`src/rtl/roll_pkg.sv`:
```
// Shared types and constants for the two-player roll scheduler and its MINSTD generator.
package roll_pkg;

    typedef enum logic [1:0] {S_IDLE, S_STEP, S_WAIT, S_DONE} state_t;

    localparam int            SEED_W       = 31;
    localparam int            STAGE_W      = 2;
    localparam int            STEP_W       = 4;
    localparam logic [14:0]   LCG_A        = 15'd16807;
    localparam logic [30:0]   LCG_M        = 31'h7FFF_FFFF;
    localparam int            N_STAGES     = 4;
    localparam int            STAGE0_STEPS = 8;

    // Number of LCG steps taken in a given slow-down stage: 8, 4, 2, 1.
    function automatic logic [STEP_W-1:0] stage_steps(input logic [STAGE_W-1:0] stage);
        stage_steps = STEP_W'(STAGE0_STEPS >> stage);
    endfunction

endpackage

```
`src/rtl/lcg_minstd.sv`:
```
// Combinational MINSTD step: next = 16807 * seed mod (2^31 - 1), using the
// Mersenne fold so no divider is needed.
module lcg_minstd
    import roll_pkg::*;
(
    input  logic [SEED_W-1:0] seed,
    output logic [SEED_W-1:0] next_seed
);

    logic [45:0] prod;
    logic [31:0] fold;

    // Multiply, fold the bits above 2^31 back in, then one conditional subtract.
    always_comb begin
        prod = 46'(seed) * 46'(LCG_A);
        fold = {17'd0, prod[45:31]} + {1'b0, prod[30:0]};
        if (fold >= {1'b0, LCG_M}) begin
            next_seed = fold[30:0] - LCG_M;
        end else begin
            next_seed = fold[30:0];
        end
    end

endmodule

```
`src/rtl/roll_scheduler.sv`:
```
// Two-player roll controller: round-robin arbitration over one shared MINSTD
// stream, 15-step geometric slow-down per roll, per-player latched results.
module roll_scheduler
    import roll_pkg::*;
#(
    parameter int BASE_SHIFT = 23
)
(
    input  logic       i_clk,
    input  logic       i_rst_n,
    input  logic [1:0] i_req,
    output logic       o_busy,
    output logic       o_owner,
    output logic [3:0] o_random_out,
    output logic [3:0] o_result0,
    output logic [3:0] o_result1,
    output logic [1:0] o_done
);

    localparam int CNT_W = BASE_SHIFT + 3;

    state_t              state;
    logic [SEED_W-1:0]   seed;
    logic [SEED_W-1:0]   seed_next;
    logic [1:0]          pending;
    logic [1:0]          req_accept;
    logic                last_owner;
    logic                grant_p;
    logic [STAGE_W-1:0]  stage;
    logic [STEP_W-1:0]   step;
    logic                step_last;
    logic [CNT_W-1:0]    cnt;
    logic [CNT_W-1:0]    cnt_last;

    lcg_minstd u_lcg (
        .seed      (seed),
        .next_seed (seed_next)
    );

    assign o_busy       = (state != S_IDLE);
    assign o_random_out = seed[3:0];

    // Wait length doubles per stage: 2^(BASE_SHIFT+stage) cycles, counted 0..N-1.
    assign cnt_last  = {CNT_W{1'b1}} >> (2'd3 - stage);
    assign step_last = ((step + STEP_W'(1)) == stage_steps(stage));

    // The owner of a running roll cannot re-request; such pulses are dropped.
    always_comb begin
        req_accept = i_req;
        if (state != S_IDLE) begin
            req_accept[o_owner] = 1'b0;
        end
    end

    // Round-robin pick: a lone requester wins, a tie goes to the other player.
    always_comb begin
        if (pending == 2'b11) begin
            grant_p = ~last_owner;
        end else begin
            grant_p = pending[1];
        end
    end

    // Roll sequencer: grant, step the LCG, wait, repeat through four stages, latch.
    always_ff @(posedge i_clk or negedge i_rst_n) begin
        if (!i_rst_n) begin
            state      <= S_IDLE;
            seed       <= 31'd1;
            pending    <= 2'b00;
            last_owner <= 1'b1;
            o_owner    <= 1'b1;
            o_result0  <= 4'd0;
            o_result1  <= 4'd0;
            o_done     <= 2'b00;
            stage      <= '0;
            step       <= '0;
            cnt        <= '0;
        end else begin
            o_done  <= 2'b00;
            pending <= pending | req_accept;
            case (state)
                S_IDLE: begin
                    if (pending != 2'b00) begin
                        o_owner    <= grant_p;
                        last_owner <= grant_p;
                        pending    <= (pending & ~(2'b01 << grant_p)) | req_accept;
                        stage      <= '0;
                        step       <= '0;
                        state      <= S_STEP;
                    end
                end
                S_STEP: begin
                    seed <= seed_next;
                    cnt  <= '0;
                    if (step_last && (stage == STAGE_W'(N_STAGES - 1))) begin
                        state <= S_DONE;
                    end else if (step_last) begin
                        stage <= stage + 2'd1;
                        step  <= '0;
                        state <= S_WAIT;
                    end else begin
                        step  <= step + STEP_W'(1);
                        state <= S_WAIT;
                    end
                end
                S_WAIT: begin
                    if (cnt == cnt_last) begin
                        state <= S_STEP;
                    end else begin
                        cnt <= cnt + CNT_W'(1);
                    end
                end
                S_DONE: begin
                    if (o_owner) begin
                        o_result1 <= seed[3:0];
                    end else begin
                        o_result0 <= seed[3:0];
                    end
                    o_done <= 2'b01 << o_owner;
                    state  <= S_IDLE;
                end
                default: state <= S_IDLE;
            endcase
        end
    end

endmodule

```
`config.mk`:
```
export PLATFORM = sky130hd
export DESIGN_NAME = roll_scheduler
export DESIGN_NICKNAME = d
export VERILOG_FILES = /design/src/rtl/roll_pkg.sv /design/src/rtl/lcg_minstd.sv /design/src/rtl/roll_scheduler.sv
export SDC_FILE = /design/constraint.sdc
export NUM_CORES = 1
export LEC_CHECK = 0
export CAP_MARGIN = 20
export CORE_MARGIN = 8
export CORE_UTILIZATION = 40
export DETAILED_ROUTE_END_ITERATION = 10
export PLACE_DENSITY = 0.66
export SLEW_MARGIN = 20
export SYNTH_ARGS = -nofsm -noshare
export SYNTH_HDL_FRONTEND = slang
export SYNTH_SLANG_ARGS = --single-unit
```
`constraint.sdc`:
```
create_clock -name i_clk -period 11.85 [get_ports i_clk]
set_input_delay 2.9625 -clock i_clk [delete_from_list [all_inputs] [get_ports i_clk]]
set_output_delay 2.9625 -clock i_clk [all_outputs]
set_load 0.03 [all_outputs]
```
* Word level (Yosys, flattened, before mapping) *
Cells that the tools add are included.

storage, ports and cells
  output and inout port bits = 16
  bits of input ports = 4
  bits in registers = 78
  logic and storage cells = 79

operators by class
  equality and inequality tests = 12
  $add $sub $neg = 6
  shift-type cells = 4
  $lt $le $gt $ge = 3
  multipliers = 1
  reductions and logical operators = 14
  bitwise logic cells = 7
  multiplexer cells = 22

operator list
  operator                  number
  $pmux W26 S2              1
  $mul A31 B15 Y46 const B  1
  $add A15 B31 Y32          1
  $ge A32 B31 Y1 const B    1
  $mux W31                  1
  $sub A31 B31 Y31 const B  1
  $add A26 B1 Y26 const B   1
  $eq A26 B26 Y1            1
  $mux W26                  1
  $shr A26 B2 Y26 const A   1
  $mux W2                   9
  $mux W4                   3
  $ne A2 B2 Y1 const B      5
  $reduce_and A2 Y1         5
  $eq A2 B2 Y1 const B      4
  $pmux W2 S4               1
  $pmux W4 S2               1
  $reduce_bool A2 Y1        4
  $add A4 B1 Y4 const B     1
  $and A2 B2 Y2             2
  $eq A4 B4 Y1              1
  $not A2 Y2                2
  $or A2 B2 Y2              2
  $pmux W2 S2               1
  14 further kinds          18

* Depth between registers and ports, before layout *
Gate-level depths: netlist of run 1.

  word-level depth = 10
  gate-level depth with buffers = 42
  depth with buffers taken out = 38

* Modules after synthesis *
A second synthesis of run 1 with hierarchy kept.

unflattened totals
  cells, all modules = 1,519
  area total of the unflattened synthesis = 13,300.3 um^2

modules (own cells, without submodules)
  module          area an instance (um^2)  times used  seq. area each (um^2)  cells each
  lcg_minstd      9,547.9                  1           0.0                    1,121
  roll_scheduler  3,752.3                  1           1,954.4                398

* Worst setup path before layout of run 1 *
OpenSTA, ideal clock, no wires.

  kind = reg-to-reg
  from = register seed[23]
  to = register seed[4]
  path slack = 1.877 ns
  data required time = 11.768 ns
  path buffers = 2
  arrival = 9.891 ns
  setup time = 0.082 ns
  clock period less this slack = 9.973 ns
  cell stages (with the launch flop) = 40
  cells stage by stage = dfrtp_1 -> inv_1 -> fa_1 -> inv_1 -> ha_1 -> inv_1 -> fa_1 -> inv_1 -> fa_1 -> fa_1 -> inv_1 -> fa_1 -> inv_1 -> ha_1 -> and3_1 -> and2_1 -> a221o_1 -> or3_1 -> [... 4 more ...] -> a21oi_1 -> o21ai_0 -> a31oi_1 -> xnor2_1 -> ha_1 -> clkbuf_1 -> and4_1 -> o211ai_1 -> o21ai_0 -> a21oi_1 -> or4_1 -> buf_2 -> or4_4 -> and2_4 -> nor4b_4 -> a31oi_4 -> or3_1 -> a31oi_1

on the way
  word-level cells in the longest chain between the ends = 4
  elaborated cells on any way between the ends = 5
  classes of those cells = add/sub (2); mul (1); order compare (1); mux (1)

RTL lines
  item                                                RTL line                            RTL
  start, declared                                     roll_scheduler.sv:23                logic [SEED_W-1:0] seed;
  start signal, assigned                              roll_scheduler.sv:93                seed <= seed_next;
  $mul A31 B15 Y46 (*)                                lcg_minstd.sv:15                    prod = 46'(seed) * 46'(LCG_A);
  $add A15 B31 Y32 (*)                                lcg_minstd.sv:16                    fold = {17'd0, prod[45:31]} + {1'b0, prod[30:0]};
  $sub A31 B31 Y31 or $ge A32 B31 Y1 (tied branches)  lcg_minstd.sv:18, lcg_minstd.sv:17
  $mux W31 (*)                                        lcg_minstd.sv:17                    if (fold >= {1'b0, LCG_M}) begin

Every way passes the cells marked *; elsewhere a longest branch is shown, timed or not.
A chain may end at the register's enable or synchronous reset.

* Final worst setup path of run 1 *
  from = register seed[17]
  to = register seed[21]

Same word-level chain as after synthesis.

==> metrics, run 1 <==
run status=completed; final worst setup slack=0.722 ns; fin crit period=11.13 ns; Die X=196 um; Synth Register Bits=78; vias in the first global route=10300; Worst Skew=0.0103 ns; Synth async-reset ratio=1.00; Hold Buf Count CTS=0; GRT Residual Overflow=0; HPWL Detailed=26800 um; pre-CTS setup slack=0.612 ns; CTS tree=built; initial DRC count=612; Seq/Total Area, Yosys=0.151; Hold Crit Depth=1; clock slew seen by the registers of the worst setup and hold paths=0.07 ns; Avg Cell Area, Syn=8.93 sq um; first-pass GRT wire length=53300 um; Post-CTS Setup Bufs=0; most common cell after layout, fill and taps aside=inv_1; DIE HEIGHT=196 um; largest net degree at the start of global routing=63; r2r worst-path depth=35; clk_lat worst skew=0.35 ns; peak fanout along the critical path=9; CP dominant cell by count=fa_1; Synth Warn #=0; CTS sink count=78; worst min path class=register to register; leakage power=7.45 nW; final setup fails=0; hold_sp=cnt[14]; element type at the critical path start=register; GRT Util Overall=0.173; Tightest Pin Transition=0.787 ns; family with the most delay on the worst path=adder cells; final slew viol count=0; pwr dens=41.1 nW/um^2; final WL=32200 um; Sum Neg Setup Slack=0 ns; PostCTS Resize Cnt=0; core area=32200 sq um; Starting Density=0.402; fraction of layout cells with a size suffix above 1=0.0542; CTS Buffer Depth=2; Synth Instances=1449; critical path's largest stage delay=0.67 ns; # H-tree levels=3; R2R Setup Slk=0.72 ns; most frequent cells in the layout=291 x inv_1, 210 x ha_1, 134 x fa_1; Layout area overhead=7.31%; Final Wtd Congestion=0.924; RSZ-0062 raised after global routing=no; Fin. Hold Viols=0; residual DRC count=0; Max-Cap Viols=0; WP data arrival=11.33 ns; vias per cell=5.43; # port buffers=19; critical path class=register to register; syn nets=1797; CTS Buf Count=9; first drt pass iteration count=5; CTS root buf=clkbuf_16; Via Count=10100; Layout Nets=1801; Post-synth EDFFs=0; Tcrit/Tclk final=0.939; diode count=0; WL/cell=17.3 um; site row count=66; crit path from=seed[17]; FF-to-FF End=seed[21]; Critical-path top delay cell=or4_1; Main synth FF type=dfrtp_1; initial antenna violation count=0; Hold WS=0.506 ns; reg-to-reg startpoint=seed[17]; CP Buf/Inv Count=4; final antenna-violating net count=0; Critical Path RT=12.05 ns; Netlist cell types=84; Setup crit end kind=register; Placed Area=13500 sq um; die footprint=38400 sq um; maximum clock rate=89.9 MHz; Worst VDD drop=0.0000631 V; Top Ports=20; slew margin rel.=0.475; Finished Cell Area=13900 sq um; Endpoint, Worst Hold=cnt[14]; post-synth design cell area=12900 sq um
[cells in the mapped netlist (3+ instances only)]
library cell | n | area, sq um
a211o_1 | 5 | 43.8
a211oi_1 | 14 | 105
a21o_1 | 14 | 105
a21oi_1 | 67 | 335
a311oi_1 | 3 | 26.3
a31o_2 | 7 | 61.3
a31oi_1 | 21 | 131
and2_1 | 16 | 100
and3_1 | 26 | 163
and4_1 | 4 | 35.0
buf_2 | 6 | 30.0
buf_4 | 7 | 52.6
clkbuf_1 | 22 | 82.6
dfrtp_1 | 76 | 1900
fa_1 | 134 | 2680
ha_1 | 210 | 2630
inv_1 | 291 | 1090
mux2_2 | 9 | 101
mux2i_1 | 4 | 40.0
nand2_1 | 85 | 319
nand2b_1 | 11 | 68.8
nand3_1 | 31 | 155
nand4_1 | 15 | 93.8
nand4b_1 | 3 | 26.3
nor2_1 | 73 | 274
nor3_1 | 16 | 80.1
nor3b_1 | 4 | 30.0
nor4_1 | 5 | 31.3
o2111ai_1 | 3 | 26.3
o211ai_1 | 10 | 75.1
o21a_1 | 9 | 67.6
o21ai_0 | 60 | 300
o21ai_1 | 5 | 25.0
o21bai_1 | 8 | 60.1
o22ai_1 | 12 | 75.1
o31a_1 | 4 | 35.0
o31ai_1 | 7 | 52.6
o32ai_1 | 3 | 26.3
or2_2 | 5 | 31.3
or3_1 | 7 | 43.8
or4_1 | 6 | 45.0
xnor2_1 | 46 | 403
xor2_1 | 32 | 280
[how the worst max path moves through the flow]
stage | to | slack, ns | depth (start not counted)
3_3_place_gp | seed[25] | 0.84 | 35
2_1_floorplan | seed[4] | 1.88 | 39
4_1_cts | seed[21] | 0.54 | 35
5_1_grt | seed[19] | 0.10 | 35
3_5_place_dp | seed[21] | 0.61 | 35
6_report | seed[21] | 0.72 | 35
[logic make-up after synthesis]
kind of cell    count (synthesis)  synth area share
fa+ha+maj                     344             0.410
buf+inv                       327            0.0981
simple gates                  324             0.129
compound gates                285             0.148
xor+xnor                       78            0.0528
flops                          78             0.151
mux                            13            0.0109
[final cells by class]
| cell class | count | area (sq um) |
|---|---|---|
| Multi-Input combinational cell | 1044 | 9750 |
| Inverter | 291 | 1090 |
| Fill cell | 3160 | 18300 |
| Clock inverter | 7 | 87.6 |
| Tap cell | 408 | 510 |
| Timing Repair Buffer | 29 | 263 |
| Sequential cell | 78 | 1950 |
| Clock buffer | 9 | 225 |
[power breakdown]
| group | internal (mW) | switching [mW] | leakage, nW |
|---|---|---|---|
| Clock | 0.169 | 0.128 | 0.148 |
| Sequential | 0.266 | 0.000197 | 1.04 |
| Combinational | 0.00111 | 0.00580 | 6.26 |
[per-layer routing]
| layer | track usage | up-vias | wire [um] |
|---|---|---|---|
| met3 | 0.0314 | 50 | 1750 |
| met1 | 0.233 | 4949 | 15000 |
| met5 | 0 | - | 0 |
| met2 | 0.279 | 224 | 14600 |
| met4 | 0.0508 | 0 | 834 |
| li1 | - | 4902 | - |
[worst reg2reg max path, delay by kind of cell, from the launching register on]
family          cells  cell delay (ns)
simple gates        7             2.76
fa+ha+maj           8             3.63
buf+inv             4             0.37
compound gates     15             3.60
xor+xnor            1             0.12
flops               1             0.54
[registers in the layout, summed over array words and instances, names as in the netlist]
signal and cells:
seed 31, cnt 26, o_result0 4, o_result1 4
step 4, o_done 2, pending 2, stage 2
state 2, last_owner 1
[per-stage QoR]
step | utilization | total power, mW | cells
4_1_cts | 0.430 | 0.578 | 1866
3_5_place_dp | 0.420 | 0.279 | 1850
6_report | 0.431 | 0.570 | 1866
2_1_floorplan | - | 0.272 | 1449
3_3_place_gp | 0.420 | 0.279 | 1850
5_1_grt | 0.431 | 0.586 | 1866
Power figures use the tool's default switching activity.
==> run 2, diff against run 1 <==
--- a/config.mk
+++ b/config.mk
@@ -5,7 +5,6 @@
 export SDC_FILE = /design/constraint.sdc
 export NUM_CORES = 1
 export LEC_CHECK = 0
-export CAP_MARGIN = 20
 export CORE_MARGIN = 8
 export CORE_UTILIZATION = 40
 export DETAILED_ROUTE_END_ITERATION = 10
==> results of run 2 <==
Same layout as run 1: the final DEF is identical, and so are final timing and power.
